File: src/rtl/message_scheduler_pkg.sv
// Shared types and constants for the message scheduler.
// Holds FSM encodings, sigma rotate/shift amounts and sizing.
package message_scheduler_pkg;

    localparam int WORD_W    = 32;
    localparam int NUM_WORDS = 16;

    localparam logic [5:0] LAST_ROUND  = 6'd63;
    localparam logic [5:0] LAST_LOAD_T = 6'd14;

    localparam int unsigned S0_ROT_A = 7;
    localparam int unsigned S0_ROT_B = 18;
    localparam int unsigned S0_SHR   = 3;
    localparam int unsigned S1_ROT_A = 17;
    localparam int unsigned S1_ROT_B = 19;
    localparam int unsigned S1_SHR   = 10;

    typedef enum logic [2:0] {
        IDLE,
        LOAD,
        WAIT_RISE,
        ADD1,
        ADD2,
        ADD3,
        WAIT_FALL,
        DONE
    } state_t;

    function automatic logic [WORD_W-1:0] rotr(
        input logic [WORD_W-1:0] x,
        input int unsigned       n
    );
        return (x >> n) | (x << (WORD_W - n));
    endfunction

endpackage

File: src/rtl/adder_32bit.sv
// Plain 32-bit modular adder; the carry out is discarded.
module adder_32bit (
    input  logic [31:0] i_a,
    input  logic [31:0] i_b,
    output logic [31:0] o_sum
);

    assign o_sum = i_a + i_b;

endmodule

File: src/rtl/sigma_func_schedule.sv
// Small sigma functions used by the message expansion.
module sigma_func_schedule
    import message_scheduler_pkg::*;
(
    input  logic [WORD_W-1:0] x,
    output logic [WORD_W-1:0] s0,
    output logic [WORD_W-1:0] s1
);

    assign s0 = rotr(x, S0_ROT_A) ^ rotr(x, S0_ROT_B) ^ (x >> S0_SHR);
    assign s1 = rotr(x, S1_ROT_A) ^ rotr(x, S1_ROT_B) ^ (x >> S1_SHR);

endmodule

File: src/rtl/message_scheduler.sv
// Expands a 512-bit block into 64 words, one per STN round.
// Words 16..63 are built in place with a single shared adder.
module message_scheduler
    import message_scheduler_pkg::*;
(
    input  logic         clk,
    input  logic         rst_n,
    input  logic         start,
    input  logic [511:0] block_in,
    input  logic         STN,
    output logic [31:0]  Wt_out,
    output logic         wt_valid,
    output logic         busy,
    output logic         done
);

    state_t            r_state;
    state_t            w_next_state;
    logic [WORD_W-1:0] r_buf [NUM_WORDS];
    logic [5:0]        r_t;
    logic [WORD_W-1:0] r_next;
    logic [WORD_W-1:0] r_acc;
    logic [WORD_W-1:0] r_wt;
    logic              r_wt_valid;
    logic              r_stn_d;
    logic              r_fall_pend;

    logic              w_rise;
    logic              w_fall;
    logic              w_commit;
    logic              w_need_add;
    logic [3:0]        w_slot_p1;
    logic [3:0]        w_slot_m1;
    logic [3:0]        w_slot_m6;
    logic [3:0]        w_slot_m14;
    logic [WORD_W-1:0] w_sig_x;
    logic [WORD_W-1:0] w_s0;
    logic [WORD_W-1:0] w_s1;
    logic [WORD_W-1:0] w_add_a;
    logic [WORD_W-1:0] w_add_b;
    logic [WORD_W-1:0] w_sum;

    assign w_rise = STN & ~r_stn_d;
    assign w_fall = ~STN & r_stn_d;

    // A fall seen during ADD1..ADD3 is held until the new word exists.
    assign w_commit = (r_state == WAIT_FALL) & (w_fall | r_fall_pend);

    assign w_need_add = (r_t > LAST_LOAD_T) && (r_t != LAST_ROUND);

    // Slot (t+1) mod 16 still holds W[t-15] until commit.
    assign w_slot_p1  = r_t[3:0] + 4'd1;
    assign w_slot_m1  = r_t[3:0] - 4'd1;
    assign w_slot_m6  = r_t[3:0] - 4'd6;
    assign w_slot_m14 = r_t[3:0] - 4'd14;

    assign w_sig_x = (r_state == ADD2) ? r_buf[w_slot_m14]
                                       : r_buf[w_slot_m1];

    sigma_func_schedule u_sigma (
        .x  (w_sig_x),
        .s0 (w_s0),
        .s1 (w_s1)
    );

    always_comb begin
        w_add_a = r_acc;
        w_add_b = r_buf[w_slot_p1];
        case (r_state)
            ADD1: begin
                w_add_a = w_s1;
                w_add_b = r_buf[w_slot_m6];
            end
            ADD2: w_add_b = w_s0;
            default: ;
        endcase
    end

    adder_32bit u_add (
        .i_a   (w_add_a),
        .i_b   (w_add_b),
        .o_sum (w_sum)
    );

    always_comb begin
        w_next_state = r_state;
        busy         = (r_state != IDLE);
        done         = (r_state == DONE);
        case (r_state)
            IDLE:      if (start) w_next_state = LOAD;
            LOAD:      w_next_state = WAIT_RISE;
            WAIT_RISE: begin
                if (w_rise) w_next_state = w_need_add ? ADD1 : WAIT_FALL;
            end
            ADD1:      w_next_state = ADD2;
            ADD2:      w_next_state = ADD3;
            ADD3:      w_next_state = WAIT_FALL;
            WAIT_FALL: begin
                if (w_commit) begin
                    w_next_state = (r_t == LAST_ROUND) ? DONE : WAIT_RISE;
                end
            end
            DONE:      w_next_state = IDLE;
            default:   w_next_state = IDLE;
        endcase
    end

    always_ff @(posedge clk) begin
        if (!rst_n) begin
            r_state     <= IDLE;
            r_t         <= '0;
            r_next      <= '0;
            r_acc       <= '0;
            r_wt        <= '0;
            r_wt_valid  <= 1'b0;
            r_stn_d     <= 1'b0;
            r_fall_pend <= 1'b0;
            for (int i = 0; i < NUM_WORDS; i++) r_buf[i] <= '0;
        end else begin
            r_state <= w_next_state;
            r_stn_d <= STN;
            case (r_state)
                IDLE: begin
                    if (start) begin
                        for (int i = 0; i < NUM_WORDS; i++) begin
                            r_buf[i] <= block_in[511 - WORD_W*i -: WORD_W];
                        end
                    end
                end
                LOAD: begin
                    r_t         <= '0;
                    r_wt        <= r_buf[0];
                    r_wt_valid  <= 1'b1;
                    r_fall_pend <= 1'b0;
                end
                WAIT_RISE: begin
                    if (w_rise && r_t <= LAST_LOAD_T) begin
                        r_next <= r_buf[w_slot_p1];
                    end
                end
                ADD1, ADD2: begin
                    r_acc <= w_sum;
                    if (w_fall) r_fall_pend <= 1'b1;
                end
                ADD3: begin
                    r_next <= w_sum;
                    if (w_fall) r_fall_pend <= 1'b1;
                end
                WAIT_FALL: begin
                    if (w_commit) begin
                        r_fall_pend <= 1'b0;
                        if (r_t == LAST_ROUND) begin
                            r_wt_valid <= 1'b0;
                        end else begin
                            r_t              <= r_t + 6'd1;
                            r_wt             <= r_next;
                            r_buf[w_slot_p1] <= r_next;
                        end
                    end
                end
                default: ;
            endcase
        end
    end

    assign Wt_out   = r_wt;
    assign wt_valid = r_wt_valid;

endmodule

File: config.mk
export PLATFORM = sky130hd
export DESIGN_NAME = message_scheduler
export DESIGN_NICKNAME = d
export VERILOG_FILES = /design/src/rtl/message_scheduler_pkg.sv /design/src/rtl/adder_32bit.sv /design/src/rtl/sigma_func_schedule.sv /design/src/rtl/message_scheduler.sv
export SDC_FILE = /design/constraint.sdc
export NUM_CORES = 2
export LEC_CHECK = 0
export CAP_MARGIN = 10
export CELL_PAD_IN_SITES_DETAIL_PLACEMENT = 0
export CELL_PAD_IN_SITES_GLOBAL_PLACEMENT = 1
export CORE_MARGIN = 2
export CORE_UTILIZATION = 49
export DETAILED_ROUTE_END_ITERATION = 7
export PLACE_DENSITY = 0.86
export SLEW_MARGIN = 5
export SYNTH_ARGS = -nofsm -noshare
export SYNTH_HDL_FRONTEND = slang
export SYNTH_SLANG_ARGS = --single-unit
File: constraint.sdc
create_clock -name clk -period 11.97 [get_ports clk]
set_input_delay 1.7955 -clock clk [delete_from_list [all_inputs] [get_ports clk]]
set_output_delay 1.7955 -clock clk [all_outputs]
set_load 0.02 [all_outputs]
==> results.cfg <==
[route]
antenna_left = 0
dr.pass1.iters = 8
drtIter0Drc = 6115
totalWireLength_um = 183000
vias = 35900
via_per_inst = 7.08
remaining_drc_errors = 0
post_drt_wl_per_cell_um = 36.1

[synth]
synth_commonest_cells = nand2_1 (602), edfxtp_1 (512), mux4_2 (426)
async_flop_share_pct = 0
ys_ff_latch = 620
synth_area_leaders = edfxtp_1 (36%), mux4_2 (23%), a22o_1 (6.6%), nand2_1 (5.3%), dfxtp_1 (5.1%)
avgSynthCellArea_um2 = 11.9
syn_nets = 4129
syn_inst = 3573
yosysWarnings = 0
netlist.area_leader.share_pct = 36.2
syn_area_mm2 = 0.0425
synth_cell_types = 80
seq_area_frac_synth_pct = 41.3
yosysTopAreaCell = edfxtp_1
synth_ff_type = edfxtp_1
synth_most_common_cell = nand2_1
synth_edf_count = 512

[worst_hold_path]
min_path_type = register to register
worstHoldStart = r_acc[15]

[floorplanning]
dieArea_mm2 = 0.0891
core_area_mm2 = 0.0855
die_height_um = 298
start_util_pct = 49.7
die_w_um = 298
row_count = 107
ioPinCount = 551

[clock_tree]
cts_tree = yes
clkSinkCount = 620
post_cts_resized = 0
cts_hold_buf = 0
htree_levels = 3
cts_root_buf = clkbuf_16
clkTransAtPathRegs_ns = 0.06
clock_latency_ns = 0.64
post_cts_buffers = 0
cts_max_path_buffers = 3
cts_made_buffers = 71

[final_layout]
n_fill_cell = 6894
fin_nets = 4425
synthToLayoutAreaGrowth_pct = 19.3
drive_gt1_share_pct = 19.0
instances_no_fill = 5069

[worst_setup_path]
timing.rr.start = r_t[0]
cp_top_family = compound AO/OA/AOI/OAI gates
path_cells = inv_2 > ha_4 > buf_4 > mux4_2 > nor2b_1 > a211oi_1 > a21oi_1 > a21boi_2 > xor2_1 > xnor2_1 > o21ai_1 > ha_1 > inv_1 > fa_1 > nand2b_1 > a211oi_1 > o2111ai_1 > a21oi_1 > o21bai_1 > a31oi_1 > a31oi_1 > and4_1 > a311o_1
critPathArrivalTime_ns = 9.00
cpMaxStageDelayCell = ha_4
startpoint = r_t[0]
crit_buf_inv = 3
required_ns = 12.47
slowest_delay_ns = 1.02
critPathMaxFanout = 58
worstSetupStartpointType = register
critical_path_class = register to register
end_kind = register

[sta]
worst_pin_slew_ns = 1.34
worst_slack_ns = 3.47
finClkSkew_ns = 0.0370
finalSetupViolCount = 0
layout_worst_path_cycle_share_pct = 71.0
grt_setup_unrepaired = no
max_clock_freq_ghz = 0.118
finalCriticalPeriod_ns = 8.50
drv_slew = 0
hold_viol_final = 0
relSlewSlack_pct = 10.5
fin_setup_tns_ns = 0

[place]
gp_congestion = 1.04
hpwl_um = 134000
post-place-ws_ns = 3.66
port_buffers = 550
dpl.cell_count = 4940

[grt]
grt_max_degree = 178
grt_use_total_pct = 40.3
antenna_found_initial = 13
grt_pass1_vias = 34000
grt_pass1_wl_um = 255000
gr-total-overflow = 0

[power]
ir_worst_vdd_uv = 93.0
powerDensity_mw_per_mm2 = 144
p_leak_uw = 0.0171

[outcome]
outcome = completed

[run]
maxCapViolCount = 0
path summary, 6_finish.rpt:
| check | end | slack (ns) | cells past startpoint |
|---|---|---|---|
| worst max-delay path | r_acc[20] | 3.47 | 23 |
| worst max register to register | r_acc[20] | 3.47 | 23 |
| worst min-delay path | r_acc[15] | 0.46 | 2 |
| worst min register to register | r_acc[15] | 0.46 | 2 |
state kept, by name (all words and copies together), names as in the netlist:
register     cells
wt_valid         1
r_acc           32
r_stn_d          1
r_t              6
r_fall_pend      1
r_buf          512
r_state          3
Wt_out          32
r_next          32
placed cells by master, fill, tap and decap left out, drive strengths merged, types with 29 or more instances in the layout:
| master | synthesis | final |
|---|---|---|
| a22o | 322 | 322 |
| dfxtp | 108 | 108 |
| nor2 | 133 | 133 |
| ha | 39 | 39 |
| clkbuf | 256 | 96 |
| o21ai | 266 | 266 |
| mux2i | 87 | 87 |
| clkdlybuf4s50 | 0 | 549 |
| a21oi | 104 | 104 |
| mux2 | 29 | 29 |
| xnor2 | 115 | 115 |
| a211oi | 78 | 78 |
| buf | 140 | 70 |
| edfxtp | 512 | 512 |
| xor2 | 33 | 33 |
| nand2 | 602 | 602 |
| mux4 | 426 | 426 |
worst min-delay path, cell delays in order (launching register included):
cell,delay (ns)
dfxtp_1,0.31
nand2_1,0.05
a21oi_1,0.05
cell type report:
cell class | instances | area, um^2 | share of cell area, %
inverter | 15 | 57.6 | 0.114
antenna | 1 | 2.50 | 0.00494
clock inverter | 32 | 289 | 0.570
clock buffer | 96 | 1970 | 3.89
tap | 1144 | 1430 | 2.82
sequential | 620 | 17500 | 34.6
timing repair buffer | 619 | 6090 | 12.0
multi-input combinational | 2542 | 23300 | 46.0
cells by family after synthesis:
group,count (synthesis),synth area share (%)
flops,620,41.3
mux,542,25.4
buf+inv,411,4.57
simple gates,885,8.63
compound gates,927,15.8
fa+ha+maj,40,1.20
xor+xnor,148,3.07
routing by layer:
layer  up-vias  wire length, um  track usage (%)  share of wire (%)
met5         -              149                0              0.081
met3       392            30500             16.1                 17
met2      3171            77100             56.6                 42
li1      14500                -                -                  -
met1     17800            68200             56.7                 37
met4        14             7060             14.0                3.9
report_power, final:
group | switching, uW | internal (uW) | total [uW] | leakage [uW]
clock network | 951 | 1250 | 2200 | 0.00110
logic | 1110 | 859 | 1970 | 0.00966
registers | 368 | 2750 | 3120 | 0.00637
total | 2430 | 4850 | 7290 | 0.0171
stage by stage:
stage / instance area [um^2] / total power [uW] / hold slack [ns] / utilization [%]
6_report: 50700 / 7290 / 0.456 / 59.3
5_1_grt: 50700 / 7430 / 0.470 / 59.3
3_3_place_gp: 48400 / 5000 / 0.439 / 56.6
2_1_floorplan: 42500 / 4090 / 0.432 / -
3_5_place_dp: 48400 / 5020 / 0.446 / 56.6
4_1_cts: 50700 / 7180 / 0.455 / 59.3
Power figures use the tool's default switching activity.
